File: src/rtl/scarv_ccx_trng_pkg.sv
// Shared types and defaults for the core-complex TRNG entropy source.
// Holds the Zkr OPST encoding, the FSM state set and the poll-word packer.
package scarv_ccx_trng_pkg;

    typedef enum logic [1:0] {
        OPST_BIST = 2'b00,
        OPST_WAIT = 2'b01,
        OPST_ES16 = 2'b10,
        OPST_DEAD = 2'b11
    } opst_e;

    typedef enum logic [1:0] {
        ST_BIST = 2'b00,
        ST_RUN  = 2'b01,
        ST_DEAD = 2'b10
    } trng_state_e;

    localparam int unsigned DEF_FIFO_DEPTH   = 4;
    localparam int unsigned DEF_RCT_CUTOFF   = 32;
    localparam int unsigned DEF_APT_WINDOW   = 512;
    localparam int unsigned DEF_APT_CUTOFF   = 400;
    localparam int unsigned DEF_BIST_SAMPLES = 1024;
    localparam int unsigned DEF_FAIL_LIMIT   = 4;
    localparam int unsigned SEED_W           = 16;

    function automatic logic [31:0] pack_poll(input opst_e opst, input logic [15:0] seed);
        return {opst, 14'b0, seed};
    endfunction

endpackage

File: src/rtl/scarv_ccx_trng_health.sv
// Continuous health tests on the raw noise stream: repetition count and
// adaptive proportion. fail is combinational so the failing sample can be discarded.
module scarv_ccx_trng_health
    import scarv_ccx_trng_pkg::*;
#(
    parameter int unsigned RCT_CUTOFF = DEF_RCT_CUTOFF,
    parameter int unsigned APT_WINDOW = DEF_APT_WINDOW,
    parameter int unsigned APT_CUTOFF = DEF_APT_CUTOFF
) (
    input  logic f_clk,
    input  logic g_resetn,
    input  logic valid,
    input  logic sample_bit,
    input  logic clear,
    output logic fail
);

    localparam int unsigned RUN_W = $clog2(RCT_CUTOFF + 1);
    localparam int unsigned APT_W = $clog2(APT_WINDOW + 1);

    logic [RUN_W-1:0] run_r;
    logic [RUN_W-1:0] run_nxt_s;
    logic             last_r;
    logic [APT_W-1:0] win_r;
    logic [APT_W-1:0] ones_r;
    logic [APT_W-1:0] ones_nxt_s;
    logic             win_end_s;
    logic             rct_fail_s;
    logic             apt_fail_s;

    // Outcome of the current sample against both tests; run_r of zero means no sample yet.
    always_comb begin
        if ((run_r == '0) || (sample_bit != last_r)) begin
            run_nxt_s = RUN_W'(1);
        end else begin
            run_nxt_s = run_r + RUN_W'(1);
        end
        rct_fail_s = (run_nxt_s >= RUN_W'(RCT_CUTOFF));
        ones_nxt_s = ones_r + APT_W'(sample_bit);
        win_end_s  = (win_r == APT_W'(APT_WINDOW - 1));
        apt_fail_s = win_end_s && ((ones_nxt_s >= APT_W'(APT_CUTOFF)) ||
                                   (ones_nxt_s <= APT_W'(APT_WINDOW - APT_CUTOFF)));
        fail       = valid && (rct_fail_s || apt_fail_s);
    end

    // Test counters; any failure restarts both tests from scratch.
    always_ff @(posedge f_clk) begin
        if (!g_resetn || clear || fail) begin
            run_r  <= '0;
            last_r <= 1'b0;
            win_r  <= '0;
            ones_r <= '0;
        end else if (valid) begin
            run_r  <= run_nxt_s;
            last_r <= sample_bit;
            if (win_end_s) begin
                win_r  <= '0;
                ones_r <= '0;
            end else begin
                win_r  <= win_r + APT_W'(1);
                ones_r <= ones_nxt_s;
            end
        end
    end

endmodule

File: src/rtl/scarv_ccx_trng.sv
// TRNG entropy source: health-tested noise packed into 16-bit seeds, buffered
// in a small FIFO and presented as the Zkr pollentropy word to the MMIO block.
module scarv_ccx_trng
    import scarv_ccx_trng_pkg::*;
#(
    parameter int unsigned FIFO_DEPTH   = DEF_FIFO_DEPTH,
    parameter int unsigned RCT_CUTOFF   = DEF_RCT_CUTOFF,
    parameter int unsigned APT_WINDOW   = DEF_APT_WINDOW,
    parameter int unsigned APT_CUTOFF   = DEF_APT_CUTOFF,
    parameter int unsigned BIST_SAMPLES = DEF_BIST_SAMPLES,
    parameter int unsigned FAIL_LIMIT   = DEF_FAIL_LIMIT
) (
    input  logic        f_clk,
    input  logic        g_resetn,
    input  logic        raw_valid,
    input  logic        raw_bit,
    input  logic        trng_read,
    output logic [31:0] trng_pollentropy,
    output logic        trng_dead
);

    localparam int unsigned PTR_W  = $clog2(FIFO_DEPTH);
    localparam int unsigned CNT_W  = PTR_W + 1;
    localparam int unsigned FCNT_W = $clog2(FAIL_LIMIT + 1);
    localparam int unsigned BCNT_W = $clog2(BIST_SAMPLES + 1);

    trng_state_e       state_r, state_nxt_s;
    logic [FCNT_W-1:0] fail_cnt_r, fail_cnt_inc_s, fail_cnt_nxt_s;
    logic [BCNT_W-1:0] bist_cnt_r, bist_cnt_nxt_s;
    logic [14:0]       shift_r, shift_nxt_s;
    logic [3:0]        bit_cnt_r, bit_cnt_nxt_s;
    logic [15:0]       fifo_r [FIFO_DEPTH];
    logic [PTR_W-1:0]  wr_ptr_r, wr_ptr_nxt_s, rd_ptr_r, rd_ptr_nxt_s;
    logic [CNT_W-1:0]  count_r, count_nxt_s;
    logic [15:0]       seed_s, head_nxt_s;
    logic [31:0]       poll_nxt_s;
    logic sample_s, clear_s, fail_s, good_s, in_run_s, run_smp_s;
    logic pop_s, push_s, seed_done_s, bist_done_s;

    scarv_ccx_trng_health #(
        .RCT_CUTOFF (RCT_CUTOFF),
        .APT_WINDOW (APT_WINDOW),
        .APT_CUTOFF (APT_CUTOFF)
    ) u_health (
        .f_clk      (f_clk),
        .g_resetn   (g_resetn),
        .valid      (sample_s),
        .sample_bit (raw_bit),
        .clear      (clear_s),
        .fail       (fail_s)
    );

    // Per-cycle events: sample acceptance, seed completion, push/pop and BIST exit.
    always_comb begin
        sample_s       = raw_valid && (state_r != ST_DEAD);
        clear_s        = (state_r == ST_DEAD);
        good_s         = sample_s && !fail_s;
        in_run_s       = (state_r == ST_RUN);
        run_smp_s      = good_s && in_run_s;
        pop_s          = trng_read && in_run_s && (count_r != '0);
        seed_s         = {shift_r, raw_bit};
        seed_done_s    = run_smp_s && (bit_cnt_r == 4'd15);
        push_s         = seed_done_s && ((count_r != CNT_W'(FIFO_DEPTH)) || pop_s);
        bist_done_s    = good_s && (state_r == ST_BIST) &&
                         (bist_cnt_r == BCNT_W'(BIST_SAMPLES - 1));
        fail_cnt_inc_s = fail_cnt_r + FCNT_W'(1);
    end

    // Next-state values; a health failure flushes every datapath structure.
    always_comb begin
        state_nxt_s = state_r;
        case (state_r)
            ST_BIST, ST_RUN: begin
                if (fail_s) begin
                    state_nxt_s = (fail_cnt_inc_s >= FCNT_W'(FAIL_LIMIT)) ? ST_DEAD : ST_BIST;
                end else if (bist_done_s) begin
                    state_nxt_s = ST_RUN;
                end else begin
                    state_nxt_s = state_r;
                end
            end
            ST_DEAD: state_nxt_s = ST_DEAD;
            default: state_nxt_s = ST_DEAD;
        endcase

        if (fail_s) begin
            fail_cnt_nxt_s = fail_cnt_inc_s;
            bist_cnt_nxt_s = '0;
            shift_nxt_s    = '0;
            bit_cnt_nxt_s  = 4'd0;
            wr_ptr_nxt_s   = '0;
            rd_ptr_nxt_s   = '0;
            count_nxt_s    = '0;
        end else begin
            fail_cnt_nxt_s = bist_done_s ? '0 : fail_cnt_r;
            if (good_s && (state_r == ST_BIST)) begin
                bist_cnt_nxt_s = bist_done_s ? '0 : (bist_cnt_r + BCNT_W'(1));
            end else begin
                bist_cnt_nxt_s = bist_cnt_r;
            end
            if (run_smp_s) begin
                shift_nxt_s   = {shift_r[13:0], raw_bit};
                bit_cnt_nxt_s = seed_done_s ? 4'd0 : (bit_cnt_r + 4'd1);
            end else begin
                shift_nxt_s   = shift_r;
                bit_cnt_nxt_s = bit_cnt_r;
            end
            wr_ptr_nxt_s = wr_ptr_r + PTR_W'(push_s);
            rd_ptr_nxt_s = rd_ptr_r + PTR_W'(pop_s);
            count_nxt_s  = count_r + CNT_W'(push_s) - CNT_W'(pop_s);
        end
    end

    // Poll word for the next cycle; the new head may be the seed being written now.
    always_comb begin
        if (push_s && (wr_ptr_r == rd_ptr_nxt_s)) begin
            head_nxt_s = seed_s;
        end else begin
            head_nxt_s = fifo_r[rd_ptr_nxt_s];
        end
        poll_nxt_s = pack_poll(OPST_DEAD, 16'h0000);
        case (state_nxt_s)
            ST_BIST: poll_nxt_s = pack_poll(OPST_BIST, 16'h0000);
            ST_RUN: begin
                if (count_nxt_s != '0) begin
                    poll_nxt_s = pack_poll(OPST_ES16, head_nxt_s);
                end else begin
                    poll_nxt_s = pack_poll(OPST_WAIT, 16'h0000);
                end
            end
            ST_DEAD: poll_nxt_s = pack_poll(OPST_DEAD, 16'h0000);
            default: poll_nxt_s = pack_poll(OPST_DEAD, 16'h0000);
        endcase
    end

    // State, FIFO storage and registered outputs.
    always_ff @(posedge f_clk) begin
        if (!g_resetn) begin
            state_r          <= ST_BIST;
            fail_cnt_r       <= '0;
            bist_cnt_r       <= '0;
            shift_r          <= '0;
            bit_cnt_r        <= 4'd0;
            wr_ptr_r         <= '0;
            rd_ptr_r         <= '0;
            count_r          <= '0;
            trng_pollentropy <= 32'h0000_0000;
            trng_dead        <= 1'b0;
            for (int i = 0; i < FIFO_DEPTH; i++) begin
                fifo_r[i] <= 16'h0000;
            end
        end else begin
            state_r          <= state_nxt_s;
            fail_cnt_r       <= fail_cnt_nxt_s;
            bist_cnt_r       <= bist_cnt_nxt_s;
            shift_r          <= shift_nxt_s;
            bit_cnt_r        <= bit_cnt_nxt_s;
            wr_ptr_r         <= wr_ptr_nxt_s;
            rd_ptr_r         <= rd_ptr_nxt_s;
            count_r          <= count_nxt_s;
            trng_pollentropy <= poll_nxt_s;
            trng_dead        <= (state_nxt_s == ST_DEAD);
            if (push_s) begin
                fifo_r[wr_ptr_r] <= seed_s;
            end
        end
    end

endmodule

File: config.mk
export PLATFORM = sky130hd
export DESIGN_NAME = scarv_ccx_trng
export DESIGN_NICKNAME = d
export VERILOG_FILES = /design/src/rtl/scarv_ccx_trng_pkg.sv /design/src/rtl/scarv_ccx_trng_health.sv /design/src/rtl/scarv_ccx_trng.sv
export SDC_FILE = /design/constraint.sdc
export NUM_CORES = 1
export LEC_CHECK = 0
export BUFFER_PORTS_ARGS = -buffer_cell sky130_fd_sc_hd__buf_2
export CORE_MARGIN = 4
export CORE_UTILIZATION = 55
export CTS_BUF_LIST = sky130_fd_sc_hd__clkbuf_8 sky130_fd_sc_hd__clkbuf_16
export DETAILED_ROUTE_END_ITERATION = 7
export PLACE_DENSITY_LB_ADDON = 0.15
export SLEW_MARGIN = 20
export SYNTH_ARGS = -nofsm -noshare
export SYNTH_HDL_FRONTEND = slang
export SYNTH_HIERARCHICAL = 1
export SYNTH_SLANG_ARGS = --single-unit
File: constraint.sdc
create_clock -name f_clk -period 14.9 [get_ports f_clk]
set_input_delay 2.98 -clock f_clk [delete_from_list [all_inputs] [get_ports f_clk]]
set_output_delay 2.98 -clock f_clk [all_outputs]
set_load 0.005 [all_outputs]
Yosys cells after proc, flatten, opt, wreduce, memory -nomap -nowiden
Memories as Yosys holds them, arrays and structs flattened.
Index checks and enable logic that the tools add are counted.
W data, S select, Z words.

word-level totals
  register bits after elaboration = 102
  latch bits = 0
  RAM bits = 64
  ROM bits = 0
  output and inout port bits = 33
  word-level logic and storage cells = 93
  memories = 1

operators by class
  add/subtract/negate cells = 10
  multiply operators = 0
  div/mod/pow operators = 0
  magnitude comparators = 4
  equality and inequality tests = 11
  shift-type cells = 0
  multiplexer cells = 23
  bitwise logic cells = 1
  reductions and logical operators = 29

memory list
  name    words  bits a word  rd ports  clocked after memory_dff  write ports  RTL line              RTL
  fifo_r  4      16           1         0                         4            scarv_ccx_trng.sv:32  logic [15:0] fifo_r [FIFO_DEPTH];

operator list
  cell                     number
  $pmux W32 S2             1
  $mux W16                 2
  $mux W32                 1
  $mux W10                 2
  $reduce_or A16 Y1        1
  $logic_and A1 B1 Y1      12
  $mux W2                  6
  $add A11 B1 Y11 const B  1
  $eq A11 B10 Y1 const B   1
  $mux W11                 1
  $add A10 B1 Y10          1
  $add A10 B1 Y10 const B  1
  $eq A10 B9 Y1 const B    1
  $ge A10 B9 Y1 const B    1
  $le A10 B7 Y1 const B    1
  $mux W3                  3
  $add A6 B1 Y6 const B    1
  $ge A6 B6 Y1 const B     1
  $logic_not A6 Y1         1
  $logic_or A1 B1 Y1       6
  $mux W6                  1
  $reduce_bool A3 Y1       2
  $mux W1                  5
  $add A2 B1 Y2            2
  other kinds (18)         23

Depth between registers and ports, before layout
Gate-level depths: netlist of run 1.

  word-level depth = 17
  mapped depth = 23
  mapped depth without buffers = 20

Hierarchy
The synthesis of run 1 kept the hierarchy.

by module, submodules not included
  module                 times used  cells each  area each (sq um)  seq. area each (sq um)
  scarv_ccx_trng         1           455         5411.4             3143.0
  scarv_ccx_trng_health  1           207         1642.8             540.5

Least setup slack after synthesis of run 1
Ideal clock, no wire load.

  kind = input to register
  start = input raw_bit
  end = register trng_pollentropy[10]
  setup time = 64 ps
  arrival = 7160 ps
  required time = 14836 ps
  slack = 7676 ps
  cell stages on the path = 23
  buffers on the path = 3
  cell sequence = ha_1 -> ha_1 -> nand4_1 -> nor3_1 -> and4b_1 -> o21ai_0 -> nand3b_1 -> o2bb2ai_1 -> nand4bb_1 -> buf_2 -> a311o_1 -> ha_1 -> inv_1 -> ha_1 -> inv_1 -> fa_1 -> xor2_1 -> xnor2_1 -> and3b_1 -> nand2b_2 -> buf_6 -> buf_8 -> nor2_1

between the ends
  word-level cells in the longest chain between the ends = 17

ends and longest elaborated chain
  element                                                     RTL line                                                  RTL
  from (decl)                                                 scarv_ccx_trng.sv:16                                      input logic raw_bit,
  $add A10 B1 Y10 / $ne A1 B1 Y1 (equally long branches)      scarv_ccx_trng_health.sv:39, scarv_ccx_trng_health.sv:33
  $ge A10 B9 Y1, or another cell as far along                 scarv_ccx_trng_health.sv:41                               apt_fail_s = win_end_s && ((ones_nxt_s >= APT_W'(APT_CUTOFF)) ||
  $logic_or A1 B1 Y1 / $mux W6 (equally long branches)        scarv_ccx_trng_health.sv:41, scarv_ccx_trng_health.sv:33
  $logic_and A1 B1 Y1 / $ge A6 B6 Y1 (equally long branches)  scarv_ccx_trng_health.sv:41, scarv_ccx_trng_health.sv:38
  $logic_or A1 B1 Y1 *                                        scarv_ccx_trng_health.sv:43                               fail = valid && (rct_fail_s || apt_fail_s);
  $logic_and A1 B1 Y1 *                                       scarv_ccx_trng_health.sv:43
  via fail_s                                                  scarv_ccx_trng.sv:37                                      logic sample_s, clear_s, fail_s, good_s, in_run_s, run_smp_s;
  $logic_not A1 Y1                                            scarv_ccx_trng.sv:57                                      good_s = sample_s && !fail_s;
  (+2 left out)                                               --
  $logic_and A1 B1 Y1                                         scarv_ccx_trng.sv:62                                      seed_done_s = run_smp_s && (bit_cnt_r == 4'd15);
  $logic_and A1 B1 Y1                                         scarv_ccx_trng.sv:63                                      push_s = seed_done_s && ((count_r != CNT_W'(FIFO_DEPTH)) || pop_s);
  $add A3 B1 Y3                                               scarv_ccx_trng.sv:110                                     count_nxt_s = count_r + CNT_W'(push_s) - CNT_W'(pop_s);
  $sub A3 B1 Y3                                               scarv_ccx_trng.sv:110
  $mux W3                                                     scarv_ccx_trng.sv:86                                      if (fail_s) begin
  $reduce_bool A3 Y1                                          scarv_ccx_trng.sv:125                                     if (count_nxt_s != '0) begin
  $mux W32                                                    scarv_ccx_trng.sv:125
  $pmux W32 S2 *                                              scarv_ccx_trng.sv:122                                     case (state_nxt_s)
  to (signal assigned)                                        scarv_ccx_trng.sv:161                                     trng_pollentropy <= poll_nxt_s;
  to (decl)                                                   scarv_ccx_trng.sv:18                                      output logic [31:0] trng_pollentropy,

The timed path passes the listed nets; every way through them passes the cells marked *.
A chain may end at the register's enable or synchronous reset.

==> results of run 1 <==
## through the flow
step           instances  hold slack (ps)  power (W)  cell area, um^2
4_1_cts              860              474   0.000927             7820
6_report             860              476   0.000917             7820
2_1_floorplan        675              440   0.000489             7100
3_5_place_dp         828              465   0.000496             7220
5_1_grt              860              488   0.000950             7820
3_3_place_gp         828              447   0.000494             7220
## worst register-to-register path, delay by kind of cell (launching register included)
| family | cells | cell delay (ps) |
|---|---|---|
| simple gates | 8 | 2970 |
| flops | 1 | 340 |
| buf+inv | 2 | 490 |
| fa+ha+maj | 2 | 580 |
| compound gates | 3 | 1230 |
## kinds of logic after synthesis
family,after synthesis,synth area share
simple gates,291,0.220
flops,152,0.522
compound gates,84,0.0772
buf+inv,59,0.0447
mux,34,0.0766
xor+xnor,28,0.0348
fa+ha+maj,13,0.0241
other cells,1,0.000532
## worst paths after layout
kind / startpoint / endpoint
setup / recovery: raw_bit / fifo_r[0][2]
hold / removal: u_health/ones_r[0] / u_health/ones_r[0]
setup reg to reg: u_health/ones_r[0] / fifo_r[0][2]
hold reg to reg: u_health/ones_r[0] / u_health/ones_r[0]
## placed cells by master, fill, tap and decap left out, types with 3 or more instances in the layout
cell / Yosys / routed
a21oi_1: 46 / 46
and2_1: 21 / 21
and3_1: 52 / 52
buf_2: 6 / 23
buf_4: 16 / 7
bufinv_16: 0 / 3
clkbuf_16: 0 / 17
clkinv_2: 0 / 3
clkinv_4: 0 / 3
conb_1: 1 / 14
dfxtp_1: 88 / 88
edfxtp_1: 64 / 64
ha_1: 12 / 12
inv_1: 9 / 10
mux2i_1: 18 / 18
mux4_2: 16 / 16
nand2_1: 75 / 75
nand2b_1: 5 / 5
nand3_1: 12 / 12
nand3b_1: 5 / 5
nand4_1: 10 / 10
nor2_1: 59 / 58
nor2b_1: 7 / 6
nor3_1: 12 / 12
nor3b_1: 6 / 6
nor4_1: 3 / 3
o21ai_0: 18 / 16
or3_1: 4 / 4
xnor2_1: 14 / 14
xor2_1: 14 / 14
## area by class of cell
class,instances,area share
Sequential cell,152,0.471
Multi-Input combinational cell,464,0.398
Clock buffer,18,0.0562
Tap cell,172,0.0275
Timing Repair Buffer,30,0.0215
Clock inverter,14,0.0202
Inverter,10,0.00480
## registers in the layout, summed over array words and instances, names as in the netlist
register          cells
shift_r              15
bist_cnt_r           11
trng_dead             1
state_r               2
count_r               3
rd_ptr_r              2
fail_cnt_r            3
u_health/ones_r      10
u_health/run_r        6
u_health/last_r       1
fifo_r               64
u_health/win_r       10
trng_pollentropy     18
bit_cnt_r             4
wr_ptr_r              2
## cells in the mapped netlist, drive strengths merged (5+ instances only)
cell type	n	area share
ha	12	0.021
xor2	14	0.017
mux2i	18	0.026
nand3	14	0.012
buf	27	0.028
mux4	16	0.051
nand3b	5	0.0053
nor3	12	0.0085
nor2b	7	0.0062
nor3b	6	0.0064
o21ai	18	0.013
dfxtp	88	0.25
nor2	60	0.032
xnor2	14	0.017
clkbuf	22	0.012
inv	10	0.0053
and3	53	0.047
nand2b	6	0.0057
nand2	75	0.040
edfxtp	64	0.27
nand4	10	0.0089
and2	21	0.019
a21oi	46	0.033
## power groups by stage
stage	combinational [W]	sequential (W)	clock (W)
after floorplan	0.0000302	0.000459	0
after global placement	0.0000334	0.000461	0
after detailed placement	0.0000345	0.000461	0
after CTS	0.0000347	0.000452	0.000439
after global routing	0.0000389	0.000453	0.000457
final	0.0000347	0.000452	0.000430
## per-layer routing
metal,GRT usage,wire length [um],vias to the layer above
met2,0.318,6760,137
met1,0.274,6330,2344
met4,0.0756,227,0
li1,-,-,2365
met5,0,0,-
met3,0.0476,728,19
==> key figures, run 1 <==
Run status
  – Status: complete, no violations

Clock tree
  – H-tree lvl count: 4
  – Post_cts resized: 0
  – CTS Hold Bufs: 0
  – Maximum root-to-sink buffer count: 2
  – CTS tree: done
  – CTS buffer count: 17
  – CTS Root Cell: clkbuf_16
  – Clk_lat worst skew: about 420 ps
  – Worst-path clk slew: 60 ps
  – Clk sinks: ~150
  – Setup Fix Bufs, Post-CTS: 0

Timing
  – Worst Slack Setup Final: roughly 6500 ps
  – Setup-failing EPs final: 0
  – RSZ-0062 raised after global routing: false
  – Final hold viol count: 0
  – Worst Skew: around 9.4 ps
  – Final period utilization: 0.566
  – Min Clock Period, post-route: between 8000 and 9000 ps
  – Worst Max-Slew Pin Slew: ~970 ps
  – Max_slew headroom: 0.352
  – Setup TNS: 0 ps
  – Pins Over Slew Limit: 0
  – Max Freq: around 120 MHz

Power and ir drop
  – Internal power: about 0.00072 W
  – Lkg Pwr: 3.01 nW
  – P_sw: around 0.00019 W
  – Peak supply drop: a little under 0.00007 V
  – Part of the power in combinational logic: 0.038
  – Pwr per Cell Area: between 100 and 150 nW/um^2
  – Sw frac: 0.210
  – Clock power frac: 0.469
  – Sequential power share: 0.493

Cells and area
  – Antenna cell count: 0
  – Fill cells: 1036
  – Area Growth Syn to Fin: 10.8%
  – Layout Nets: between 600 and 700
  – Area of the multi-input gates: 3110 um^2
  – Register area: ~3700 um^2
  – Ratio of cells with drive above 1 in the final layout: 0.135
  – Core Util, Final: 0.622

Routing
  – Vias/cell: approximately 5.7
  – DR WL/cell: between 15 and 20 um
  – Drt first pass iters: 5
  – Via count: 4865
  – Routed WL: ~14000 um
  – ANT nets after route: 0
  – DRC: 0
  – DR iter-0 viols: roughly 380

Worst setup path
  – Crit end category: register
  – Critical path depth: 16
  – Buf/Inv on CP: 3
  – CP max stage delay: around 800 ps
  – FF-to-FF path depth: 15
  – Reg2Reg Setup Slack: between 8000 and 9000 ps
  – Critical path class: in2reg
  – Crit path max fanout: 34
  – Setup crit start kind: primary input
  – Worst path top cell family by delay: simple AND/OR/NAND/NOR gates
  – Slowest CP cell: and2_1
  – Crit-path cells: buf_2, ha_1, ha_1, nand4_1, nor3_1, and4b_1, o21ai_0, nand3b_1, o2bb2ai_1, buf_4, nand4bb_1, a311o_1, inv_2, and2_1, nand2_1, nand2_1
  – Req. time, crit path: between 10000 and 15000 ps
  – CP arrival: 8490 ps

Placement
  – Setup WS pre-CTS: between 6000 and 7000 ps
  – Port-buffer cells: 23
  – RePlAce Congestion: 0.809
  – DP HPWL: about 9200 um

Yosys
  – #FFs+latches synth: 152
  – Syn avg cell area: approximately 11 um^2
  – Post-synthesis sequential area ratio: 0.522
  – Most used flip-flop cell after synthesis: dfxtp_1
  – Yosys warnings: 6
  – EDFF count, synth: 64
  – Synthesized area: between 7000 and 8000 um^2
  – Mapped Cells: around 660
  – Synth unique cells: 69
  – FFs w/ async S/R, synth: 0

Worst hold path
  – Hold path depth: 2
  – Hold Crit Class: reg2reg

Global route
  – First-pass GRT wire length: 23100 um
  – Vias in the first global route: about 4700
  – Total track usage: 0.202
  – Initial antenna violation count: 0
  – Largest net degree at the start of global routing: 35
  – Grt total ovfl: 0

Floorplanning
  – # rows: 41
  – Die ar.: between 10000 and 15000 um^2
  – Initial Util: 0.561
  – Width of the die: 121 um
  – Placeable Area: 12600 um^2
  – I/O pins: 38
  – Die height: between 100 and 150 um

Job
  – Max cap viols: 0
Note: power is estimated with default switching activity, not from simulation.
==> inputs of run 2 (changes only) <==
==> constraint.sdc (replaced) <==
create_clock -name f_clk -period 7.1 [get_ports f_clk]
set_input_delay 1.42 -clock f_clk [delete_from_list [all_inputs] [get_ports f_clk]]
set_output_delay 1.42 -clock f_clk [all_outputs]
set_load 0.005 [all_outputs]
==> key figures, run 2 (same netlist as run 1, synthesis figures left out) <==
Routing
  – DRC: 0
  – Via count: 4796
  – Drt first pass iters: 4
  – Vias/cell: 5.56
  – DR WL/cell: 16.6 um
  – Routed WL: around 14000 um
  – ANT nets after route: 0
  – DR iter-0 viols: 308

Clock tree
  – CTS tree: done
  – Setup Fix Bufs, Post-CTS: 0
  – Clk_lat worst skew: ~420 ps
  – CTS Root Cell: clkbuf_16
  – H-tree lvl count: 4
  – Clk sinks: roughly 150
  – Maximum root-to-sink buffer count: 2
  – Post_cts resized: 0
  – Worst-path clk slew: about 60 ps
  – CTS buffer count: 17
  – CTS Hold Bufs: 0

Power and ir drop
  – Lkg Pwr: between 3 and 4 nW
  – Peak supply drop: 0.000182 V
  – Pwr per Cell Area: around 240 nW/um^2

Global route
  – Initial antenna violation count: 0
  – Grt total ovfl: 0
  – Vias in the first global route: about 4800
  – First-pass GRT wire length: approximately 24000 um
  – Met2 Use GR: 0.350
  – GR peak layer: met2
  – Met3 GRT Util: 0.0434
  – Largest net degree at the start of global routing: 33
  – GRT met1 Usage: 0.273
  – Total track usage: 0.210

Worst hold path
  – Worst Hold Endpoint: bist_cnt_r[10]
  – HP Start: bist_cnt_r[10]
  – Hold Crit Class: reg2reg
  – Hold path depth: 1

Placement
  – Port-buffer cells: 23
  – DP HPWL: 9080 um
  – Setup WS pre-CTS: around 680 ps
  – RePlAce Congestion: 0.783

Timing
  – Min Clock Period, post-route: around 6000 ps
  – Worst Max-Slew Pin Slew: between 1000 and 1500 ps
  – Max_slew headroom: 0.277
  – Pins Over Slew Limit: 0
  – Worst Slack Setup Final: between 1000 and 1500 ps
  – Worst Skew: around 8.0 ps
  – Final period utilization: 0.844
  – RSZ-0062 raised after global routing: false
  – Final hold viol count: 0
  – Setup TNS: 0 ps
  – Setup-failing EPs final: 0
  – Max Freq: approximately 170 MHz

Worst setup path
  – Critical path class: in2reg
  – Crit path max fanout: 19
  – RR Startpoint: u_health/ones_r[0]
  – CP arrival: about 6300 ps
  – Slowest CP cell: a311o_1
  – Setup crit start kind: primary input
  – Req. time, crit path: around 7400 ps
  – Crit-path cells: buf_2, ha_1, ha_1, nand4_1, nor3_1, and4b_1, o21ai_0, nand3b_1, o2bb2ai_1, nand4bb_1, buf_4, a311o_1, ha_1, inv_1, ha_1, inv_1, fa_1, xor2_1, xnor2_1, and3b_1, nand2b_2, nor2_1
  – Crit path top cell by count: ha_1
  – FF-to-FF path depth: 21
  – CP max stage delay: between 400 and 500 ps
  – Reg2Reg Capture Point: trng_pollentropy[12]
  – Reg2Reg Setup Slack: between 2000 and 2500 ps
  – Crit end category: register

Run status
  – Status: complete, no violations

Floorplanning
  – Placeable Area: about 13000 um^2
  – Width of the die: between 100 and 150 um
  – Initial Util: 0.561
  – I/O pins: 38
  – Die height: between 100 and 150 um
  – # rows: 41
  – Die ar.: approximately 15000 um^2

Cells and area
  – Most frequent cells in the layout: dfxtp_1, nand2_1, edfxtp_1
  – Top flop regs: fifo_r x64, trng_pollentropy x18, shift_r x15
  – Antenna cell count: 0
  – Most common library cell in the layout ignoring fill and taps: dfxtp_1
  – Register area: around 3700 um^2
  – Layout Nets: 696
  – Max reg flops: 64
  – Largest reg by FF count: fifo_r
  – Fill cells: 1036
  – Ratio of cells with drive above 1 in the final layout: 0.133
  – Area of the multi-input gates: between 3000 and 4000 um^2
  – Area Growth Syn to Fin: 10.1%

Job
  – Max cap viols: 0
run 2: cell types whose count changed in the layout (fill, tap and decap cells not counted), sizes merged:
cell,change
clkinv,-3
buf,+3
bufinv,-2
inv,+5
run 2: critical path, delay by kind of cell:
family	cells	cell delay (ps)
AOI/OAI and AO/OA	3	950
xor gates and xnor gates	2	340
and+or+nand+nor	8	1620
buffers and inverters	4	530
adders and majority gates	5	1410
run 2: per-stage QoR:
stage               utilization  cells  hold WS [ps]  area (um^2)  total power, W
global placement          0.576    831           445         7240         0.00104
CTS                       0.618    863           470         7770         0.00185
finish                    0.618    863           467         7770         0.00184
detailed placement        0.576    831           464         7240         0.00104
global route              0.618    863           496         7770         0.00190
floorplan                     -    675           440         7100         0.00103
run 2: cell type report:
class                      count  area share
sequential                   152       0.474
clock inverter                14      0.0122
inverter                      10     0.00483
multi-input combinational    464       0.400
clock buffer                  18      0.0565
tap                          172      0.0277
timing repair buffer          33      0.0245
run 2: where the power goes:
group / switching (W) / leakage (nW) / internal, W
clock network: 0.000334 / 0.277 / 0.000480
registers: 0.0000135 / 1.32 / 0.000936
logic: 0.0000459 / 1.41 / 0.0000280
run 2: routing by layer:
layer | wire [um] | vias up
met1 | 6220 | 2313
met5 | 0 | -
li1 | - | 2370
met4 | 229 | 0
met3 | 660 | 18
met2 | 7240 | 95
run 2: worst max path at each step:
stage / start / end / slack [ps] / cells past startpoint
3_5_place_dp: raw_bit / trng_pollentropy[12] / 680 / 22
2_1_floorplan: raw_bit / trng_pollentropy[10] / 1440 / 23
5_1_grt: raw_bit / trng_pollentropy[13] / 730 / 22
3_3_place_gp: raw_bit / trng_pollentropy[31] / 920 / 22
6_report: raw_bit / trng_pollentropy[12] / 1110 / 22
4_1_cts: raw_bit / trng_pollentropy[12] / 1130 / 22
==> inputs of run 3 (changes only) <==
--- a/config.mk
+++ b/config.mk
@@ -5,6 +5,7 @@
 export SDC_FILE = /design/constraint.sdc
 export NUM_CORES = 1
 export LEC_CHECK = 0
+export ABC_AREA = 1
 export BUFFER_PORTS_ARGS = -buffer_cell sky130_fd_sc_hd__buf_2
 export CORE_MARGIN = 4
 export CORE_UTILIZATION = 55
==> constraint.sdc (replaced) <==
create_clock -name f_clk -period 5.6 [get_ports f_clk]
set_input_delay 1.12 -clock f_clk [delete_from_list [all_inputs] [get_ports f_clk]]
set_output_delay 1.12 -clock f_clk [all_outputs]
set_load 0.005 [all_outputs]
==> key figures, run 3 <==
Cells and area
  – Top flop regs: fifo_r x64, trng_pollentropy x18, shift_r x15
  – Most common library cell in the layout ignoring fill and taps: nand2_1
  – Largest reg by FF count: fifo_r
  – Final non-filler cell total: about 1100
  – Antenna cell count: 0
  – Area Growth Syn to Fin: 9.66%
  – Layout Nets: approximately 910
  – Cell area after layout: ~8100 um^2
  – Most frequent cells in the layout: nand2_1, nor2_1, dfxtp_1
  – Ratio of cells with drive above 1 in the final layout: 0.136
  – Max reg flops: 64

Power and ir drop
  – Lkg Pwr: ~3.2 nW
  – Final Power: between 0.002 and 0.0025 W
  – Pwr per Cell Area: 295 nW/um^2
  – Peak supply drop: between 0.0002 and 0.00025 V

Clock tree
  – Clk sinks: approximately 150
  – Clk_lat worst skew: roughly 420 ps
  – CTS Hold Bufs: 0
  – Worst-path clk slew: 70 ps
  – H-tree lvl count: 4
  – CTS buffer count: 17
  – Maximum root-to-sink buffer count: 2
  – Setup Fix Bufs, Post-CTS: 0
  – Post_cts resized: 0
  – CTS Root Cell: clkbuf_16
  – CTS tree: done

Timing
  – Max Freq: 212 MHz
  – Max_slew headroom: 0.383
  – Worst Skew: 9.53 ps
  – Pins Over Slew Limit: 0
  – Min Clock Period, post-route: 4720 ps
  – Final period utilization: 0.842
  – Setup-failing EPs final: 0
  – Final hold viol count: 0
  – Setup TNS: 0 ps
  – Worst Max-Slew Pin Slew: approximately 920 ps
  – RSZ-0062 raised after global routing: false

Yosys
  – Post-synth top cells: nand2_1, nor2_1, dfxtp_1
  – Cell with the most instances after synthesis: nand2_1
  – Synth top area cells: edfxtp_1, dfxtp_1, nand2_1
  – #FFs+latches synth: 152
  – Mapped Cells: ~900
  – Synth area leader: edfxtp_1
  – Yosys warnings: 6
  – FFs w/ async S/R, synth: 0
  – Synthesized area: 7410 um^2
  – Synth top area share: 0.259
  – Post-synthesis sequential area ratio: 0.497
  – EDFF count, synth: 64
  – Synth unique cells: 43
  – Syn avg cell area: approximately 8.4 um^2
  – Most used flip-flop cell after synthesis: dfxtp_1

Floorplanning
  – Die height: 124 um
  – Width of the die: around 120 um
  – Initial Util: 0.562
  – I/O pins: 38
  – # rows: 42
  – Placeable Area: 13200 um^2
  – Die ar.: 15400 um^2

Placement
  – DP HPWL: around 10000 um
  – RePlAce Congestion: ~0.9
  – Placed Cells: 1053
  – Placed inst area: approximately 7500 um^2
  – Port-buffer cells: 23

Worst setup path
  – Crit path top cell by count: nand2_1
  – Setup crit start kind: primary input
  – Slowest CP cell: fa_1
  – CP max stage delay: approximately 430 ps
  – Crit path max fanout: 17
  – Buf/Inv on CP: 5
  – Crit end category: register
  – Critical path class: in2reg
  – Req. time, crit path: ~6000 ps
  – Worst path top cell family by delay: simple AND/OR/NAND/NOR gates
  – CP arrival: ~5100 ps

Global route
  – Grt total ovfl: 0
  – Vias in the first global route: approximately 5300
  – Largest net degree at the start of global routing: 43
  – Total track usage: 0.212
  – First-pass GRT wire length: approximately 26000 um
  – Initial antenna violation count: 0

Routing
  – Met2 WL post-DR: 7480 um
  – DR iter-0 viols: 602
  – ANT nets after route: 0
  – DR WL/cell: between 10 and 15 um
  – DRC: 0
  – Via count: just under 6000
  – Highest Signal Layer: met4
  – Drt first pass iters: 5
  – WL met3: slightly above 800 um
  – Routed WL: about 16000 um
  – M1 WL: ~7000 um
  – Vias/cell: 5.32

Run status
  – Status: complete, no violations

Job
  – Max cap viols: 0

Worst hold path
  – Hold Crit Class: reg2reg
==> run 3: path summary, 6_finish.rpt <==
path	to	slack (ps)	depth (start not counted)	from
max	trng_pollentropy[4]	880	27	raw_bit
max reg2reg	trng_pollentropy[4]	1380	26	u_health/ones_r[0]
min	bist_cnt_r[10]	440	2	bist_cnt_r[10]
min reg2reg	bist_cnt_r[10]	440	2	bist_cnt_r[10]
==> run 3: routing by layer <==
metal / track usage / vias up
met5: 0 / -
met3: 0.0409 / 26
li1: - / 2869
met1: 0.279 / 2697
met4: 0.0739 / 0
met2: 0.350 / 176
==> run 3: logic make-up (layout without fill, tap and decap cells) <==
group | after synthesis | after routing | synth area share
compound gates | 99 | 99 | 0.0704
other cells | 1 | 14 | 0.000506
mux | 1 | 1 | 0.00135
xor+xnor | 14 | 14 | 0.0166
fa+ha+maj | 13 | 13 | 0.0230
buf+inv | 139 | 154 | 0.0907
flops | 152 | 152 | 0.497
simple gates | 462 | 462 | 0.300
==> run 3: cell type report <==
class / count / area, um^2
flip-flops and latches: 152 / 3680
well taps: 176 / 220
clock inverters: 14 / 148
clock buffers: 18 / 439
multi-input cells: 603 / 3110
repair buffers: 33 / 190
fillers: 1148 / 5070
inverters: 89 / 337
==> run 3: power by group <==
part	internal (W)	leakage, nW	switching (W)	total, W
Clock	0.000670	0.291	0.000460	0.00113
Combinational	0.0000220	1.60	0.0000552	0.0000773
Sequential	0.00118	1.32	0.0000104	0.00119
Total	0.00187	3.21	0.000526	0.00240
==> run 3: stage by stage <==
| stage | setup WS [ps] | utilization | hold slack [ps] |
|---|---|---|---|
| after floorplan | 864 | - | 417 |
| after global placement | 705 | 0.571 | 431 |
| after detailed placement | 523 | 0.571 | 427 |
| after CTS | 946 | 0.616 | 440 |
| after global routing | 509 | 0.616 | 471 |
| final | 884 | 0.616 | 441 |
==> run 3: worst reg2reg max path, stage by stage (launching register included) <==
cell,delay [ps]
dfxtp_1,340
ha_1,210
ha_1,280
nand2_1,100
nor2_2,130
nand3_1,80
nand2_1,90
nand2_1,60
o21ai_1,130
nand3_1,100
nand2_2,110
nand2_1,150
inv_2,120
nand2_4,80
nor2_8,90
nand2_2,70
nor2_4,110
inv_1,80
ha_1,270
inv_1,40
ha_1,160
inv_1,60
fa_1,430
o21a_1,180
nand2_1,100
nand3_2,320
nor2_1,250
